===== src/rtl/program_loader_if.sv =====
// Byte-stream input and RAM write port of the program loader.
// The master side feeds bytes and observes writes; the slave side is the loader.
interface program_loader_if #(
    parameter int ADDR_W = 14,
    parameter int DATA_W = 10
);
    logic [7:0]        in_data;
    logic              in_valid;
    logic              in_ready;
    logic [ADDR_W-1:0] mem_addr;
    logic [DATA_W-1:0] mem_wdata;
    logic              mem_we;

    modport master (
        output in_data, in_valid,
        input  in_ready, mem_addr, mem_wdata, mem_we
    );

    modport slave (
        input  in_data, in_valid,
        output in_ready, mem_addr, mem_wdata, mem_we
    );
endinterface


===== src/rtl/program_loader.sv =====
// Streams a length-prefixed byte image into RAM as 10-bit words, holding the CPU in reset until done.
// Optional trailing XOR checksum byte enabled by defining PROGRAM_LOADER_CHECKSUM_EN.
module program_loader #(
    parameter int ADDR_W    = 14,
    parameter int DATA_W    = 10,
    parameter int BASE_ADDR = 0
) (
    input  logic              clk,
    input  logic              rst,
    program_loader_if.slave   bus,
    output logic              cpu_rst,
    output logic              done,
    output logic              error,
    output logic [ADDR_W-1:0] load_count
);

    localparam logic [ADDR_W-1:0] BASE = ADDR_W'(BASE_ADDR);

    typedef enum logic [2:0] {
        S_HDR_LO,
        S_HDR_HI,
        S_DATA_LO,
        S_DATA_HI,
        S_CHK,
        S_DONE,
        S_ERR
    } state_e;

    state_e            state_q, state_d;
    logic [ADDR_W-1:0] count_q, count_d;
    logic [ADDR_W-1:0] load_count_q, load_count_d;
    logic [ADDR_W-1:0] mem_addr_q, mem_addr_d;
    logic [DATA_W-1:0] mem_wdata_q, mem_wdata_d;
    logic [7:0]        lo_q, lo_d;
    logic              mem_we_q, mem_we_d;
    logic              done_q, done_d;
    logic              error_q, error_d;
    logic              cpu_rst_q, cpu_rst_d;
    logic              in_ready;
    logic              accept;
    logic              last_word;
    state_e            finish_state;
`ifdef PROGRAM_LOADER_CHECKSUM_EN
    logic [7:0]        chk_q, chk_d;
`endif

    function automatic logic hdr_hi_ok(input logic [7:0] b);
        return b[7:6] == 2'b00;
    endfunction

    function automatic logic data_hi_ok(input logic [7:0] b);
        return b[7:2] == 6'b0;
    endfunction

    function automatic logic [DATA_W-1:0] assemble_word(input logic [7:0] hi, input logic [7:0] lo);
        return DATA_W'({hi[1:0], lo});
    endfunction

    assign in_ready  = (state_q != S_DONE) && (state_q != S_ERR);
    assign accept    = bus.in_valid && in_ready;
    assign last_word = (load_count_q + ADDR_W'(1)) == count_q;

`ifdef PROGRAM_LOADER_CHECKSUM_EN
    assign finish_state = S_CHK;
`else
    assign finish_state = S_DONE;
`endif

    always_comb begin
        state_d      = state_q;
        count_d      = count_q;
        load_count_d = load_count_q;
        mem_addr_d   = mem_addr_q;
        mem_wdata_d  = mem_wdata_q;
        lo_d         = lo_q;
        mem_we_d     = 1'b0;
        done_d       = done_q;
        error_d      = error_q;
`ifdef PROGRAM_LOADER_CHECKSUM_EN
        chk_d        = chk_q;
`endif

        case (state_q)
            S_HDR_LO: begin
                if (accept) begin
                    lo_d    = bus.in_data;
                    state_d = S_HDR_HI;
                end
            end
            S_HDR_HI: begin
                if (accept) begin
                    if (!hdr_hi_ok(bus.in_data)) begin
                        state_d = S_ERR;
                        error_d = 1'b1;
                    end else begin
                        count_d = ADDR_W'({bus.in_data[5:0], lo_q});
                        state_d = ({bus.in_data[5:0], lo_q} == 14'd0) ? finish_state : S_DATA_LO;
                    end
                end
            end
            S_DATA_LO: begin
                if (accept) begin
                    lo_d    = bus.in_data;
                    state_d = S_DATA_HI;
`ifdef PROGRAM_LOADER_CHECKSUM_EN
                    chk_d   = chk_q ^ bus.in_data;
`endif
                end
            end
            S_DATA_HI: begin
                if (accept) begin
                    if (!data_hi_ok(bus.in_data)) begin
                        // Bad word is dropped; earlier words stay in RAM.
                        state_d = S_ERR;
                        error_d = 1'b1;
                    end else begin
                        mem_we_d     = 1'b1;
                        mem_wdata_d  = assemble_word(bus.in_data, lo_q);
                        mem_addr_d   = BASE + load_count_q;
                        load_count_d = load_count_q + ADDR_W'(1);
                        state_d      = last_word ? finish_state : S_DATA_LO;
`ifdef PROGRAM_LOADER_CHECKSUM_EN
                        chk_d        = chk_q ^ bus.in_data;
`endif
                    end
                end
            end
            S_CHK: begin
`ifdef PROGRAM_LOADER_CHECKSUM_EN
                if (accept) begin
                    if (bus.in_data == chk_q) begin
                        state_d = S_DONE;
                        done_d  = 1'b1;
                    end else begin
                        state_d = S_ERR;
                        error_d = 1'b1;
                    end
                end
`endif
            end
            // Entering DONE straight from a write raises done one edge later, after the write cycle.
            S_DONE: done_d = 1'b1;
            S_ERR:  ;
            default: state_d = S_ERR;
        endcase

        cpu_rst_d = ~done_d;
    end

    always_ff @(posedge clk) begin
        if (rst) begin
            state_q      <= S_HDR_LO;
            load_count_q <= '0;
            mem_addr_q   <= BASE;
            mem_wdata_q  <= '0;
            mem_we_q     <= 1'b0;
            done_q       <= 1'b0;
            error_q      <= 1'b0;
            cpu_rst_q    <= 1'b1;
`ifdef PROGRAM_LOADER_CHECKSUM_EN
            chk_q        <= '0;
`endif
        end else begin
            state_q      <= state_d;
            load_count_q <= load_count_d;
            mem_addr_q   <= mem_addr_d;
            mem_wdata_q  <= mem_wdata_d;
            mem_we_q     <= mem_we_d;
            done_q       <= done_d;
            error_q      <= error_d;
            cpu_rst_q    <= cpu_rst_d;
`ifdef PROGRAM_LOADER_CHECKSUM_EN
            chk_q        <= chk_d;
`endif
        end
    end

    // Byte and count holding registers are always written before being read.
    always_ff @(posedge clk) begin
        lo_q    <= lo_d;
        count_q <= count_d;
    end

    assign bus.in_ready  = in_ready;
    assign bus.mem_addr  = mem_addr_q;
    assign bus.mem_wdata = mem_wdata_q;
    assign bus.mem_we    = mem_we_q;
    assign cpu_rst       = cpu_rst_q;
    assign done          = done_q;
    assign error         = error_q;
    assign load_count    = load_count_q;

endmodule


===== src/flat_wrapper.sv =====
// flat-port wrapper written by rule: the top's interface ports become plain ports
module program_loader_flat 
#(
    parameter int ADDR_W    = 14,
    parameter int DATA_W    = 10,
    parameter int BASE_ADDR = 0
)
  (clk, rst, cpu_rst, done, error, load_count, bus_in_data, bus_in_valid, bus_in_ready, bus_mem_addr, bus_mem_wdata, bus_mem_we);
  program_loader_if #(.ADDR_W(ADDR_W), .DATA_W(DATA_W)) bus_i ();
  input  logic clk;
  input  logic rst;
  output logic cpu_rst;
  output logic done;
  output logic error;
  output logic [ADDR_W-1:0] load_count;
  input wire logic [$bits(bus_i.in_data)-1:0] bus_in_data;
  input wire logic [$bits(bus_i.in_valid)-1:0] bus_in_valid;
  output wire logic [$bits(bus_i.in_ready)-1:0] bus_in_ready;
  output wire logic [$bits(bus_i.mem_addr)-1:0] bus_mem_addr;
  output wire logic [$bits(bus_i.mem_wdata)-1:0] bus_mem_wdata;
  output wire logic [$bits(bus_i.mem_we)-1:0] bus_mem_we;
  assign bus_i.in_data = bus_in_data;
  assign bus_i.in_valid = bus_in_valid;
  assign bus_in_ready = bus_i.in_ready;
  assign bus_mem_addr = bus_i.mem_addr;
  assign bus_mem_wdata = bus_i.mem_wdata;
  assign bus_mem_we = bus_i.mem_we;
  program_loader #(.ADDR_W(ADDR_W), .DATA_W(DATA_W), .BASE_ADDR(BASE_ADDR)) u_core (.clk(clk), .rst(rst), .bus(bus_i), .cpu_rst(cpu_rst), .done(done), .error(error), .load_count(load_count));
endmodule

===== config.mk =====
export PLATFORM = sky130hd
export DESIGN_NAME = program_loader_flat
export DESIGN_NICKNAME = d
export VERILOG_FILES = /design/src/rtl/program_loader_if.sv /design/src/rtl/program_loader.sv /design/src/flat_wrapper.sv
export SDC_FILE = /design/constraint.sdc
export NUM_CORES = 1
export LEC_CHECK = 0
export CAP_MARGIN = 10
export CORE_MARGIN = 2
export CORE_UTILIZATION = 45
export DETAILED_ROUTE_END_ITERATION = 8
export PLACE_DENSITY = 0.81
export SETUP_SLACK_MARGIN = 0.2
export SYNTH_ARGS = -nofsm -noshare
export SYNTH_HDL_FRONTEND = slang
export SYNTH_SLANG_ARGS = --single-unit

===== constraint.sdc =====
create_clock -name clk -period 2.79 [get_ports clk]
set_clock_uncertainty 0.15 [all_clocks]
set_input_delay 0.6975 -clock clk [delete_from_list [all_inputs] [get_ports clk]]
set_output_delay 0.6975 -clock clk [all_outputs]
set_load 0.01 [all_outputs]

=== Word level (Yosys, flattened, before mapping) ===
Index checks and enable logic that the tools add are counted.

* Memory bits (read-only): 0
* Input port bits: 11
* Word-level logic and storage cells: 61
* Bits in latches: 0
* Output and inout port bits: 43
* Bits in writable memories: 0
* Register bits after elaboration: 67
* Memories: 0

* Reduce and logical (&&, ||, !) cells: 15
* Multipliers: 0
* Add/sub/neg operators: 1
* Bitwise operators: 4
* Equal/unequal tests: 15
* Shifts and indexed selects: 0
* Magnitude comparators: 0
* Divide/modulo/power cells: 0
* Muxes and demuxes: 16

{| class="wikitable"
|+ Operator list
! cell !! number
|-
| $mux 3 || 8
|-
| $pmux 3 s5 || 1
|-
| $add 14x1->14 const B || 1
|-
| $eq 14x14->1 || 1
|-
| $logic_not 14->1 || 1
|-
| $reduce_and 5->1 || 2
|-
| $eq 3x3->1 const B || 3
|-
| $ne 2x1->1 const B || 4
|-
| $eq 3x2->1 const B || 2
|-
| $logic_not 6->1 || 1
|-
| $mux 1 || 6
|-
| $ne 3x3->1 const B || 2
|-
| $reduce_and 3->1 || 2
|-
| $reduce_or 3->1 || 2
|-
| $ne 2x2->1 const B || 2
|-
| $not 1->1 || 4
|-
| $eq 3x1->1 const B || 1
|-
| $logic_not 3->1 || 1
|-
| $logic_and 1x1->1 || 2
|-
| $logic_not 2->1 || 1
|-
| $pmux 1 s2 || 1
|-
| $reduce_and 2->1 || 1
|-
| $reduce_bool 2->1 || 1
|-
| $reduce_or 2->1 || 1
|}

=== Longest topological paths before layout ===
* Depth in word-level cells: 6
* Depth in mapped cells: 7
* Depth with buffers taken out: 7

=== Least setup slack after synthesis ===
No wires, ideal clock.

* Kind: input to register
* Start: input port bus_in_data[3]
* End: register u_core.load_count_q[13], in the netlist u_core.load_count[13]
* Data arrival time: 1.800 ns
* Path slack: 0.712 ns
* Data required time: 2.512 ns
* Setup time: 0.128 ns
* Stages: 7
* Path buffers: 1
* Cells stage by stage: nor4_4 and4_1 buf_2 nand2_1 nor3_1 xnor2_1 nor2_1

* Word-level cells in the longest chain between the ends: 2

{| class="wikitable"
|+ Ends and longest elaborated chain
! element !! line !! text
|-
| start: declaration || flat_wrapper.sv:16 || <nowiki>input wire logic [$bits(bus_i.in_data)-1:0] bus_in_data;</nowiki>
|-
| $logic_not 6->1 || program_loader.sv:52 || <nowiki>return b[7:2] == 6'b0;</nowiki>
|-
| $reduce_and 3->1 (no line) || n/a ||
|-
| end signal: assignment || program_loader.sv:165 || <nowiki>load_count_q <= load_count_d;</nowiki>
|-
| end: declaration || program_loader.sv:31 || <nowiki>logic [ADDR_W-1:0] load_count_q, load_count_d;</nowiki>
|}

No other way between the ends.
A chain may end at the register's enable or synchronous reset.

=== Worst setup path after layout ===
* Start: register u_core.state_q[1]
* End: output port bus_in_ready

* Word-level cells in the longest chain between the ends: 2
* Elaborated cells between the ends (all ways): 3
* Those cells by class: eq/ne (2); reduce/logical (1)

{| class="wikitable"
|+ Ends and longest elaborated chain
! element !! line !! text
|-
| start: declaration || program_loader.sv:29 || <nowiki>state_e state_q, state_d;</nowiki>
|-
| start signal: assignment || program_loader.sv:164 || <nowiki>state_q <= state_d;</nowiki>
|-
| $ne 3x3->1 || program_loader.sv:59 || <nowiki>assign in_ready = (state_q != S_DONE) && (state_q != S_ERR);</nowiki>
|-
| $logic_and 1x1->1 * || program_loader.sv:59 ||
|-
| end: declaration || flat_wrapper.sv:18 || <nowiki>output wire logic [$bits(bus_i.in_ready)-1:0] bus_in_ready;</nowiki>
|}

Mark *: on every way between the ends. The rest lies on a longest branch, timed or not.

==> impl_metrics.csv <==
group,metric,value,unit
pwr,leakagePower,1.25,nW
timing,max_freq,399,MHz
placed_design,dp_hpwl,4.65,mm
synth,avgSynthCellArea,9.75,um2
global_route,grt_remaining_overflow,0,
placed_design,portBuffers,53,
global_route,grt_pass1_wl,10.4,mm
drt,wl_per_cell,14.3,um
clock_tree,cts_tree,"done",
min_path,hold_end,"u_core.bus.mem_addr[7]$_SDFFE_PP0P_",
worst_setup_path,worstSetupEndpointType,"output pin",
worst_setup_path,worstSetupPathType,"reg2out",
synth,postSynth.asyncResetShare,0,
clock_tree,cts_hold_buf,0,
pwr,switching_power,432,uW
min_path,min-delay-start,"u_core.bus.mem_addr[7]$_SDFFE_PP0P_",
synth,synth-warning-count,0,
timing,finalCritPeriodShare,0.899,
worst_setup_path,timing.rr.end,"u_core.state_q[1]$_SDFFE_PP0P_",
clock_tree,cts_setup_buffers,0,
drt,drt_wl_total,6.18,mm
final_layout,synthToLayoutAreaGrowth,30.7,%
drt,vias,2285,
drt,drc,0,
pwr,p_int,1.57,mW
pwr,pwr-share-seq,0.523,
worst_setup_path,r2r_start,"u_core.load_count[1]$_SDFFE_PP0P_",
clock_tree,cts.clk_slew.worst_paths,70,ps
timing,finalSetupViolations,0,
pwr,finalPower,2.01,mW
floorplan,core_area,6030,um2
global_route,antenna_found_initial,0,
global_route,grt_max_degree,26,
timing,worst_slew_pin_slew,431,ps
worst_setup_path,ff2ff_setup_slack,530,ps
pwr,vdd_drop_max,0.000415,V
drt,vias_per_cell,5.29,
global_route,grt_pass1_vias,2183,
floorplan,fp.dieArea,6980,um2
synth,ys_types,39,
synth,syn_nets,304,
final_layout,layout_commonest_cell,"nand2_1",
pwr,p_clk_frac,0.433,
timing,timing.final.crit_period,2510,ps
drt,drtIter0Drc,132,
worst_setup_path,critical_path.max_fanout,6,
synth,ys.flop_type,"dfxtp_1",
timing,rsz0062_at_grt,"no",
status,outcome,"complete, no violations",
final_layout,n_antenna_cell,0,
worst_setup_path,arrival,1660,ps
worst_setup_path,critPathLaunchType,"flop",
worst_setup_path,rr_worst_depth,6,
final_layout,final_layout_size_suffix_gt1_frac,0.0924,
synth,syn-instance-count,292,
clock_tree,htreeDepth,3,
worst_setup_path,crit_required,1940,ps
clock_tree,clock_latency,350,ps
timing,relSlewSlack,0.710,
timing,hold_viol,0,
pwr,cellPowerDensity,539,nW/um2
clock_tree,cts_inserted_buffers,9,
placed_design,gp_congestion,0.868,
synth,ys_seq_area_frac,0.548,
drt,postRouteAntennaNets,0,
final_layout,fill_cells,530,
drt,first_pass_iters,4,
pwr,power_frac_comb,0.044,
clock_tree,root_buffer,"clkbuf_8",
floorplan,die_y,83.6,um
floorplan,start_util,0.473,
timing,tns,0,ps
synth,synth_area,2850,um2
min_path,holdPathStages,2,
final_layout,nets,364,
global_route,grt_use_total,0.188,
floorplan,row_count,28,
floorplan,die_x,83.6,um
final_layout,layout_common_cells,"61 x nand2_1, 53 x clkdlybuf4s50_1, 45 x dfxtp_1",
timing,drv_slew,0,
clock_tree,cts_num_sinks,67,
flow_run,drv_cap,0,
synth,synth_edf_count,22,
min_path,hold_class,"reg2reg",
floorplan,ios,54,
pwr,p_sw_frac,0.215,
clock_tree,cts_resized,0,
synth,ys_seq_elements,67,
clock_tree,clock_path_buffers,2,
## synth_stat cells, types with 2 or more instances
| cell | instances | area share |
|---|---|---|
| o21ai_0 | 5 | 0.0088 |
| or3_1 | 2 | 0.0044 |
| xor2_1 | 10 | 0.031 |
| a21oi_1 | 31 | 0.054 |
| nor3_1 | 2 | 0.0035 |
| clkbuf_1 | 6 | 0.0079 |
| nor4_1 | 2 | 0.0044 |
| inv_1 | 4 | 0.0053 |
| o21a_1 | 2 | 0.0053 |
| buf_1 | 2 | 0.0026 |
| nand4b_1 | 2 | 0.0062 |
| buf_2 | 7 | 0.012 |
| nor2_1 | 23 | 0.030 |
| nor4_4 | 2 | 0.015 |
| nand2_1 | 61 | 0.080 |
| and3_1 | 8 | 0.018 |
| xnor2_1 | 23 | 0.071 |
| edfxtp_1 | 22 | 0.23 |
| dfxtp_1 | 45 | 0.32 |
| nand3b_1 | 2 | 0.0053 |
| nand3_1 | 8 | 0.014 |
| nor3b_1 | 2 | 0.0053 |
| nand4_1 | 5 | 0.011 |
## per-layer routing
layer / global-route usage / vias to the layer above / wire (um)
met1: 0.233 / 1055 / 2730
met4: 0.113 / 0 / 235
met5: 0 / - / 0
met2: 0.302 / 80 / 2890
li1: - / 1128 / -
met3: 0.0366 / 22 / 330
## layout make-up
cell class / instances / area (um2) / share of cell area
sequential: 67 / 1560 / 0.419
multi-input combinational: 206 / 1210 / 0.325
timing repair buffer: 64 / 626 / 0.168
clock buffer: 10 / 128 / 0.0343
tap: 75 / 93.8 / 0.0252
clock inverter: 6 / 90.1 / 0.0242
inverter: 4 / 15.0 / 0.00403
## critical path, cell delays in order, from the launching register on
cell	delay [ps]
dfxtp_1	370
inv_1	150
nor2_1	70
o21ai_0	150
clkdlybuf4s50_1	560
## power groups by stage
stage               Clock [mW]  Sequential [mW]  Combinational, mW
detailed placement           0             1.07             0.0880
global placement             0             1.07             0.0863
finish                   0.868             1.05             0.0892
global route             0.922             1.05             0.0981
floorplan                    0             1.06             0.0438
CTS                      0.882             1.05             0.0885
## registers in the layout, summed over array words and instances, names as in the netlist
register and cells:
u_core.bus.mem_addr 14, u_core.count_q 14, u_core.load_count 14, u_core.bus.mem_wdata 10, u_core.lo_q 8, u_core.state_q 3, u_core.bus.mem_we 1, u_core.cpu_rst 1
u_core.done 1, u_core.error 1
## how the worst max path moves through the flow
stage                     slack (ps)                                  to                           start  cells after the start
final                            280                        bus_in_ready  u_core.state_q[1]$_SDFFE_PP0P_                      4
after global routing             200                        bus_in_ready  u_core.state_q[1]$_SDFFE_PP0P_                      4
after floorplan                  710  u_core.load_count[13]$_SDFFE_PP0P_                  bus_in_data[3]                      7
after CTS                        240                        bus_in_ready  u_core.state_q[0]$_SDFFE_PP0P_                      3
after global placement           120  u_core.load_count[13]$_SDFFE_PP0P_                  bus_in_data[3]                      7
after detailed placement          40  u_core.load_count[13]$_SDFFE_PP0P_                  bus_in_data[3]                      7
## cell families after synthesis
group,count (synthesis),share of synthesized area
AND/OR/NAND/NOR,125,0.224
flip-flops,67,0.548
buffers and inverters,19,0.0281
XOR/XNOR,33,0.101
adder cells (fa/ha/maj),1,0.00439
AO/OA/AOI/OAI,47,0.0940
## stage by stage
| stage | hold slack, ps | std cells | util | instance area, um2 | worst slack (ps) |
|---|---|---|---|---|---|
| 2_1_floorplan | 300 | 292 | - | 2850 | 712 |
| 3_5_place_dp | 298 | 416 | 0.581 | 3500 | 42.0 |
| 4_1_cts | 307 | 432 | 0.617 | 3720 | 237 |
| 3_3_place_gp | 292 | 416 | 0.581 | 3500 | 116 |
| 5_1_grt | 329 | 432 | 0.618 | 3720 | 205 |
| 6_report | 305 | 432 | 0.618 | 3720 | 281 |
Power figures use the tool's default switching activity.
==> RTL edit (config.mk and constraints unchanged) <==
Register the output `load_count` once more; this adds one clock of latency there. The other outputs are not delayed to match.
--- a/src/rtl/program_loader.sv
+++ b/src/rtl/program_loader.sv
@@ -190,3 +190,5 @@
     assign error         = error_q;
-    assign load_count    = load_count_q;
+    always_ff @(posedge clk) begin
+        load_count <= load_count_q;
+    end
 
Function: changed (a bounded check fails within 10 cycles, from zero or initial values and one cycle with rst high).
==> RTL edit against the unedited design <==
  * Design area up 17%
  * Final cell count is 19% higher
  * Sequential power is 19% higher
  * Critical path type unchanged
  * Synthesized area up 16%
  * Total power rose by 14%
  * Routed wire length is 23% higher
  * Setup slack barely moved
  * Critical endpoint unchanged
  * Hold slack worse by 0.020 ns
  * Largest power group unchanged
  * Maximum frequency barely moved
  * Synthesized cell count increased by 16%
  * Sequential cell count increased by 14
  * Combinational power up 4.4%
==> RTL edit: results (changes against the unedited design) <==
The synthesized-area fraction occupied by ao, oa, aoi and oai cells is 12.16% (+2.8 points), and the number of global-route vias before repair is 2533 (+16%). The tools report the layout multi-input combinational cell count as 232 (+13%). The detail-routed net length per standard cell was 14.75 um (+3.2%); the instance area after placement was 0.004103 mm^2 (+17%). The sum of met2 wire segment lengths after detailed routing is 3718 um (+29%), and the inverter count is 5 (+1). The depth of the most critical reg-to-reg path was 7 (+1); the number of nets in the final layout was 423 (+16%). The met3 wire length is 470 um (+42%), and the core region area is 0.007176 mm^2 (+19%). The xor/xnor cell area share of the yosys netlist is 6.347% (-3.8 points), and the combinational-cell power consumption is 93.1 uW (+4.4%). The global routing met3 resource utilization is 3.856% (+0.20 points). The placement-stage worst setup slack is -0.08253 ns (-0.1245 ns). The worst hold endpoint was u_core.load_count[13]$_DFF_P_. In the post-synthesis netlist, the biggest area contributors are sky130_fd_sc_hd__dfxtp_1 (36%), sky130_fd_sc_hd__edfxtp_1 (20%), sky130_fd_sc_hd__nand2_1 (6.6%). The total number of vias is 2727 (+19%). The final estimated routing congestion in global placement is 0.8996 (+3.6%). The pin slew with the least headroom to its limit works out to 0.4794 ns (+0.04851 ns). For the routed length on met1, the log shows 3275 um (+20%). The flow ran to the end, and the final reports show no timing, DRC or antenna violations. The largest fanout on the critical path was 7 (+1); the net switching power was 487.8 uW (+13%). The run gives 19.25% (+0.49 points) as the aggregate global-route resource usage. The static leakage was 0.001500 uW (+20%). Pin count of the biggest net entering global routing: 27 (+3.8%). For the fraction of met1 tracks used by global routing, the log shows 24.33% (+1.0 points).

The number of DRC violations after detailed-routing iteration 0 was 310 (+130%); the post-detailed-route via-to-cell ratio was 5.295 (+0.11%). The tools report the total internal power as 1805 uW (+15%). The number of instances on the worst hold path was 0 (-2). The fraction of standard cell area that is sequential came out at 42.50% (+0.55 points). The run gives 608 (+15%) as the final-layout fill cell count. The worst flop-to-flop path startpoint was u_core.load_count_q[1]$_SDFFE_PP0P_.

The proportion of cell area spent on the clock network is 5.248% (-0.60 points), and the synthesized net count is 350 (+15%). Per-instance average area after synthesis: 9.799 um^2 (+0.47%). The share of cell area taken by muxes after synthesis was 0.7556% (+0.76 points); the adder-cell share of the synthesized area was 0.3778% (-0.062 points).
-- RTL edit: changes by cell type in the layout (fill, tap and decap cells not counted), sizes merged, moves of 4 or more --
cell	delta
buf	+18
dfxtp	+14
xnor2	-12
nor3	+5
nand4	+4
nor2	+4
or4	+4
-- RTL edit: worst max path at each step --
stage | startpoint | to | slack (ns) | cells past startpoint
global placement | bus_in_data[3] | u_core.load_count_q[5]$_SDFFE_PP0P_ | -0.02 | 8
global route | u_core.state_q[1]$_SDFFE_PP0P_ | bus_in_ready | 0.19 | 4
finish | u_core.state_q[1]$_SDFFE_PP0P_ | bus_in_ready | 0.28 | 3
detailed placement | bus_in_data[3] | u_core.load_count_q[5]$_SDFFE_PP0P_ | -0.08 | 8
CTS | u_core.state_q[0]$_SDFFE_PP0P_ | bus_in_ready | 0.24 | 3
floorplan | bus_in_data[7] | u_core.count_q[0]$_DFFE_PP_ | 0.22 | 2
